===== config.mk =====
export PLATFORM = sky130hd
export DESIGN_NAME = counter_bank
export DESIGN_NICKNAME = d
export VERILOG_FILES = /design/src/rtl/counter_bank_pkg.sv /design/src/rtl/counter_bank_ch.sv /design/src/rtl/counter_bank.sv
export SDC_FILE = /design/constraint.sdc
export NUM_CORES = 1
export LEC_CHECK = 0
export ABC_AREA = 1
export CORE_ASPECT_RATIO = 1.75
export CORE_MARGIN = 4
export CORE_UTILIZATION = 57
export DETAILED_ROUTE_END_ITERATION = 16
export PLACE_DENSITY_LB_ADDON = 0.2
export SETUP_SLACK_MARGIN = 0.02
export SLEW_MARGIN = 40
export SYNTH_ARGS = -nofsm -noshare
export SYNTH_HDL_FRONTEND = slang
export SYNTH_HIERARCHICAL = 1
export SYNTH_SLANG_ARGS = --single-unit

===== constraint.sdc =====
create_clock -name clk -period 14.4 [get_ports clk]
set_clock_uncertainty 0.15 [all_clocks]
set_input_delay 2.16 -clock clk [delete_from_list [all_inputs] [get_ports clk]]
set_output_delay 2.16 -clock clk [all_outputs]
set_load 0.02 [all_outputs]

===== src/rtl/counter_bank_pkg.sv =====
// counter_bank_pkg: shared types and sizing helpers for the counter bank.
//   dir_e     : count direction carried on up_down (DOWN=0, UP=1)
//   mode_e    : event behaviour carried on sat_mode (WRAP=0, SAT=1)
//   sum_width : width that holds count+step without loss
package counter_bank_pkg;

  typedef enum logic {DOWN = 1'b0, UP  = 1'b1} dir_e;
  typedef enum logic {WRAP = 1'b0, SAT = 1'b1} mode_e;

  // One bit wider than the wider operand, so count+step and count+limit+1
  // never truncate before the range check.
  function automatic int sum_width(input int w, input int sw);
    return ((w > sw) ? w : sw) + 1;
  endfunction

endpackage


===== src/rtl/counter_bank_ch.sv =====
// counter_bank_ch: one up/down modulus counter channel.
//   clk, rst        : clock, synchronous active-high reset
//   ce, up_down     : count enable, direction (1 = up)
//   load_n          : active-low load of min(data_load, limit)
//   limit, step     : terminal value (range 0..limit), increment (0 = hold)
//   sat_mode        : saturate on events (only when COUNTER_BANK_SAT_EN)
//   clr_flags       : clears sticky ovf/unf (a same-cycle event wins)
//   count           : registered count
//   max_count, zero : combinational compares of count
//   tc, ovf, unf    : terminal-count pulse, sticky overflow/underflow
// Macro COUNTER_BANK_SAT_EN compiles in saturate mode.
module counter_bank_ch
  import counter_bank_pkg::*;
#(
  parameter int WIDTH  = 4,
  parameter int STEP_W = 2
) (
  input  logic              clk,
  input  logic              rst,
  input  logic              ce,
  input  logic              up_down,
  input  logic              load_n,
  input  logic [WIDTH-1:0]  data_load,
  input  logic [WIDTH-1:0]  limit,
  input  logic [STEP_W-1:0] step,
  input  logic              sat_mode,
  input  logic              clr_flags,
  output logic [WIDTH-1:0]  count,
  output logic              max_count,
  output logic              zero,
  output logic              tc,
  output logic              ovf,
  output logic              unf
);

  localparam int SW = sum_width(WIDTH, STEP_W);

  logic [SW-1:0]    cnt_x, lim_x, mod_x, step_x, step_r, sum_up;
  logic [WIDTH-1:0] wrap_up, wrap_dn, diff_dn, cnt_nxt;
  logic             ovf_evt, unf_evt, above, sat;
  dir_e             dir;

  assign dir    = dir_e'(up_down);
  assign cnt_x  = SW'(count);
  assign lim_x  = SW'(limit);
  assign step_x = SW'(step);
  assign mod_x  = lim_x + 1'b1;
  assign above  = cnt_x > lim_x;

  // Modulo reduction keeps the wrapped result inside 0..limit even when
  // step exceeds limit+1.
  assign sum_up  = cnt_x + step_x;
  assign step_r  = step_x % mod_x;
  assign wrap_up = WIDTH'(sum_up % mod_x);
  assign wrap_dn = WIDTH'((cnt_x + mod_x - step_r) % mod_x);
  assign diff_dn = WIDTH'(cnt_x - step_x);

`ifdef COUNTER_BANK_SAT_EN
  assign sat = (mode_e'(sat_mode) == SAT);
`else
  logic unused_sat;
  assign unused_sat = sat_mode;
  assign sat        = 1'b0;
`endif

  always_comb begin
    cnt_nxt = count;
    ovf_evt = 1'b0;
    unf_evt = 1'b0;
    if (!load_n) begin
      cnt_nxt = (data_load > limit) ? limit : data_load;
    end else if (ce) begin
      if (above) begin
        // limit was lowered under the count: pull back, not an event
        cnt_nxt = limit;
      end else if (dir == UP) begin
        if (sum_up > lim_x) begin
          ovf_evt = 1'b1;
          cnt_nxt = sat ? limit : wrap_up;
        end else begin
          cnt_nxt = WIDTH'(sum_up);
        end
      end else begin
        if (cnt_x < step_x) begin
          unf_evt = 1'b1;
          cnt_nxt = sat ? '0 : wrap_dn;
        end else begin
          cnt_nxt = diff_dn;
        end
      end
    end
  end

  always_ff @(posedge clk) begin
    if (rst) begin
      count <= '0;
      tc    <= 1'b0;
      ovf   <= 1'b0;
      unf   <= 1'b0;
    end else begin
      count <= cnt_nxt;
      tc    <= ovf_evt | unf_evt;
      ovf   <= (ovf & ~clr_flags) | ovf_evt;
      unf   <= (unf & ~clr_flags) | unf_evt;
    end
  end

  assign max_count = (count == limit);
  assign zero      = (count == '0);

endmodule


===== src/rtl/counter_bank.sv =====
// counter_bank: NCH independent up/down modulus counters on one clock.
//   clk, rst   : clock, synchronous active-high reset
//   ce, up_down, load_n, sat_mode : per-channel controls [NCH]
//   data_load, limit : per-channel values, channel i at [i*WIDTH +: WIDTH]
//   step       : per-channel increment, channel i at [i*STEP_W +: STEP_W]
//   clr_flags  : clears every sticky ovf/unf
//   count_out  : registered counts, same slicing as data_load
//   max_count, zero : combinational per-channel compares
//   tc, ovf, unf    : per-channel terminal pulse and sticky flags
// Macro COUNTER_BANK_SAT_EN enables per-channel saturate mode.
module counter_bank
  import counter_bank_pkg::*;
#(
  parameter int WIDTH  = 4,
  parameter int NCH    = 4,
  parameter int STEP_W = 2
) (
  input  logic                  clk,
  input  logic                  rst,
  input  logic [NCH-1:0]        ce,
  input  logic [NCH-1:0]        up_down,
  input  logic [NCH-1:0]        load_n,
  input  logic [NCH*WIDTH-1:0]  data_load,
  input  logic [NCH*WIDTH-1:0]  limit,
  input  logic [NCH*STEP_W-1:0] step,
  input  logic [NCH-1:0]        sat_mode,
  input  logic                  clr_flags,
  output logic [NCH*WIDTH-1:0]  count_out,
  output logic [NCH-1:0]        max_count,
  output logic [NCH-1:0]        zero,
  output logic [NCH-1:0]        tc,
  output logic [NCH-1:0]        ovf,
  output logic [NCH-1:0]        unf
);

  for (genvar i = 0; i < NCH; i++) begin : g_ch
    counter_bank_ch #(.WIDTH(WIDTH), .STEP_W(STEP_W)) u_ch (
      .clk       (clk),
      .rst       (rst),
      .ce        (ce[i]),
      .up_down   (up_down[i]),
      .load_n    (load_n[i]),
      .data_load (data_load[i*WIDTH +: WIDTH]),
      .limit     (limit[i*WIDTH +: WIDTH]),
      .step      (step[i*STEP_W +: STEP_W]),
      .sat_mode  (sat_mode[i]),
      .clr_flags (clr_flags),
      .count     (count_out[i*WIDTH +: WIDTH]),
      .max_count (max_count[i]),
      .zero      (zero[i]),
      .tc        (tc[i]),
      .ovf       (ovf[i]),
      .unf       (unf[i])
    );
  end

endmodule

==> results.txt <==
----------------------------------------------------
[Clock tree]
  Max Buffers Root-to-Sink ... 2
  Htree depth ... 1
  Number of sinks on the clock net ... 28
  Root buffer selected by CTS ... sky130_fd_sc_hd__clkbuf_16
  Insertion delay of the later-clocked pin in the worst-skew pair ... 0.28 ns
  Number of buffers created by CTS ... 3
  Clock edge transition at the registers on the reported setup and hold paths ... 0.09 ns
  CTS tree ... done
  Number of hold-repair buffers added at the cts stage ... 0

[Floorplanning]
  CORE AREA ... 23400 µm²
  IO Pins ... 95
  Number of placement rows ... 74
  Die width ... 125 µm
  Initial Utilization ... 58.3%
  Die height ... 213 µm
  Total die area ... 26600 µm²

[Setup path]
  CP most frequent cell ... sky130_fd_sc_hd__nand2_1
  Number of cells on the worst reg-to-reg path ... 47
  Library cell contributing the largest single delay on the critical path ... sky130_fd_sc_hd__fa_1
  Sort of element at the end of the critical path ... register
  Start of the worst register-to-register path ... g_ch[1].u_ch/count[2]
  CP max stage delay ... 0.49 ns
  Crit path required time ... 14.48 ns
  Register-to-register path setup slack ... 6.47 ns
  Worst setup path end ... g_ch[1].u_ch/count[0]
  Worst endpoint data arrival time ... 14.38 ns
  CP max FO ... 6
  Type of element launching the critical path ... input pin
  Critical path startpoint ... limit[4]
  Reg2reg end ... g_ch[1].u_ch/count[0]
  Type of the worst setup path ... in2reg

[Global routing]
  Overflow left after global routing ... 0
  Wire length of the first global-routing pass ... 68300 µm
  Pin count of the biggest net entering global routing ... 28
  Initial antenna violation count ... 0
  Total routing usage reported by global routing ... 30.2%
  Number of global-route vias before repair ... 15936

[STA]
  Number of hold violations in the final report ... 0
  Worst relative slew slack ... 53.7%
  Slew of the pin with the lowest slew margin ... 0.683 ns
  RSZ-0062 raised after global routing ... yes
  Worst Slack Setup Final ... 0.100 ns
  Final TNS setup ... 0 ns
  Maximum clock frequency ... 0.0699 GHz
  Final number of max-transition violations ... 0
  Clock period minus final worst setup slack ... 14.30 ns
  # setup viols final ... 0
  Fraction of the cycle the final worst path needs ... 99.3%

[Synthesis]
  Syn Std Cell Area ... 13600 µm²
  Count of distinct cell types in the synthesized netlist ... 68
  Synth Register Bits ... 28
  Gate count after technology mapping ... 2038
  Synth async-reset ratio ... 0%
  Avg Synthesized Cell Area ... 6.70 µm²
  Main synth FF type ... sky130_fd_sc_hd__dfxtp_1
  Portion of the post-synthesis area used by sequential elements ... 4.11%
  Net count after synthesis ... 2405
  Number of enable flip-flop cells after synthesis ... 0
  Yosys warnings ... 6

[Placed design]
  Final weighted congestion in routability-driven placement ... 0.982
  Placement Setup Slack ... -1.19 ns
  Number of I/O port buffers ... 90
  Hpwl dp ... 34300 µm
  Number of cells after detailed placement ... 2737

[Finish]
  Total Nets Final ... 2846
  Number of cells in the finished layout apart from fillers ... 2782
  Area Growth Syn to Fin ... 37.5%
  Final Util ... 80.1%
  Share of cells above drive strength 1 ... 29.5%
  Diode insertion count for antenna repair ... 0

[Hold path]
  Min-delay worst type ... reg2reg

[Route]
  Detail-routed via count per cell ... 5.70
  Detailed-router iteration count before antenna repair ... 5
  Number of nets with antenna violations after detailed routing ... 0
  DRC violation total after the first TritonRoute iteration ... 747
  Overall via count from detail_route ... 15871
  Total wire length ... 44500 µm
  Drt drc ... 0
  Routed wire length per instance ... 16.0 µm

[Run status]
  Status ... finished clean

[Run]
  Maximum capacitance violations ... 0

----------------------------------------------------
stage by stage:
step,cell area [µm²],hold WS (ns)
after floorplan,13700,0.384
after detailed placement,17200,0.317
after CTS,17500,0.338
after global routing,18800,0.365
after global placement,17200,0.325
final,18800,0.333
registers in the layout, summed over array words and instances (netlist names):
register and cells:
g_ch.u_ch/ovf 4, g_ch.u_ch/unf 4, g_ch.u_ch/tc 4, g_ch.u_ch/count 16
synth_stat cells, types with 27 or more instances:
master                    number  share of area (%)
sky130_fd_sc_hd__inv_2        27               0.74
sky130_fd_sc_hd__nand2_2      42                1.9
sky130_fd_sc_hd__dfxtp_1      28                4.1
sky130_fd_sc_hd__nor2_1      114                3.1
sky130_fd_sc_hd__nand2_1     410                 11
sky130_fd_sc_hd__inv_1       314                8.6
sky130_fd_sc_hd__nand3_1      86                3.2
sky130_fd_sc_hd__nand4_1      27                1.2
sky130_fd_sc_hd__a21oi_1     161                5.9
sky130_fd_sc_hd__o21ai_0     135                5.0
sky130_fd_sc_hd__ha_1        272                 25
sky130_fd_sc_hd__xnor2_1      28                1.8
sky130_fd_sc_hd__fa_1         36                5.3
sky130_fd_sc_hd__xor2_1       85                5.5
worst max-delay path: cells and delay by family:
| family | cells | cell delay, ns |
|---|---|---|
| fa+ha+maj | 12 | 3.33 |
| buf+inv | 8 | 0.91 |
| simple gates | 45 | 5.16 |
| compound gates | 18 | 2.27 |
| xor+xnor | 1 | 0.16 |
| mux | 1 | 0.35 |
layout by cell type, fill, tap and decap left out, drive strengths merged, types with 8 or more instances in the layout:
cell / instances
nand2: 473
buf: 357
inv: 344
ha: 272
a21oi: 169
o21ai: 153
nor2: 126
nand3: 121
xor2: 85
clkdlybuf4s50: 71
fa: 36
nand4: 32
xnor2: 29
dfxtp: 28
nor3: 15
o22ai: 13
or2: 13
dlymetal6s2s: 12
o221ai: 9
o21bai: 9
and2: 9
nand3b: 9
or3: 8
area by class of cell:
type                            instances  area (µm²)
Fill cell                            1632        4660
Tap cell                              304         380
Clock inverter                          1        30.0
Multi-Input combinational cell       1656       12800
Timing Repair Buffer                  446        3600
Clock buffer                            3        75.1
Sequential cell                        28         561
Inverter                              344        1300
kinds of logic after synthesis:
kind of cell             after synthesis  share of synthesized area (%)
AND/OR/NAND/NOR                      810                           29.9
AO/OA/AOI/OAI                        418                           17.8
buffers and inverters                354                           10.1
adder cells (fa/ha/maj)              309                           30.3
XOR/XNOR                             114                           7.37
flip-flops                            28                           4.11
multiplexers                           5                          0.413
routing by layer:
layer	share of wire (%)	track usage, %	up-vias
li1	-	-	7687
met1	35	29.2	7424
met2	54	61.3	518
met3	3.9	2.20	242
met4	6.5	17.6	0
met5	0	0	-
worst min path at each step:
stage / slack [ns] / to / from / depth (start not counted)
2_1_floorplan: 0.38 / g_ch[0].u_ch/ovf / g_ch[0].u_ch/ovf / 2
3_3_place_gp: 0.33 / g_ch[0].u_ch/ovf / g_ch[0].u_ch/ovf / 2
3_5_place_dp: 0.32 / g_ch[2].u_ch/unf / g_ch[2].u_ch/unf / 2
4_1_cts: 0.34 / g_ch[2].u_ch/unf / g_ch[2].u_ch/unf / 2
5_1_grt: 0.36 / g_ch[2].u_ch/unf / g_ch[2].u_ch/unf / 2
6_report: 0.33 / g_ch[2].u_ch/unf / g_ch[2].u_ch/unf / 2
repair_timing:
action,4_1_cts,5_1_grt
pin swaps,17,105
buffers inserted,8,33
resized for setup,53,225
endpoints found under the setup margin,16,16
Power is not shown: default switching activity piles up to over one toggle a cycle in this logic, so the estimate is an artifact.
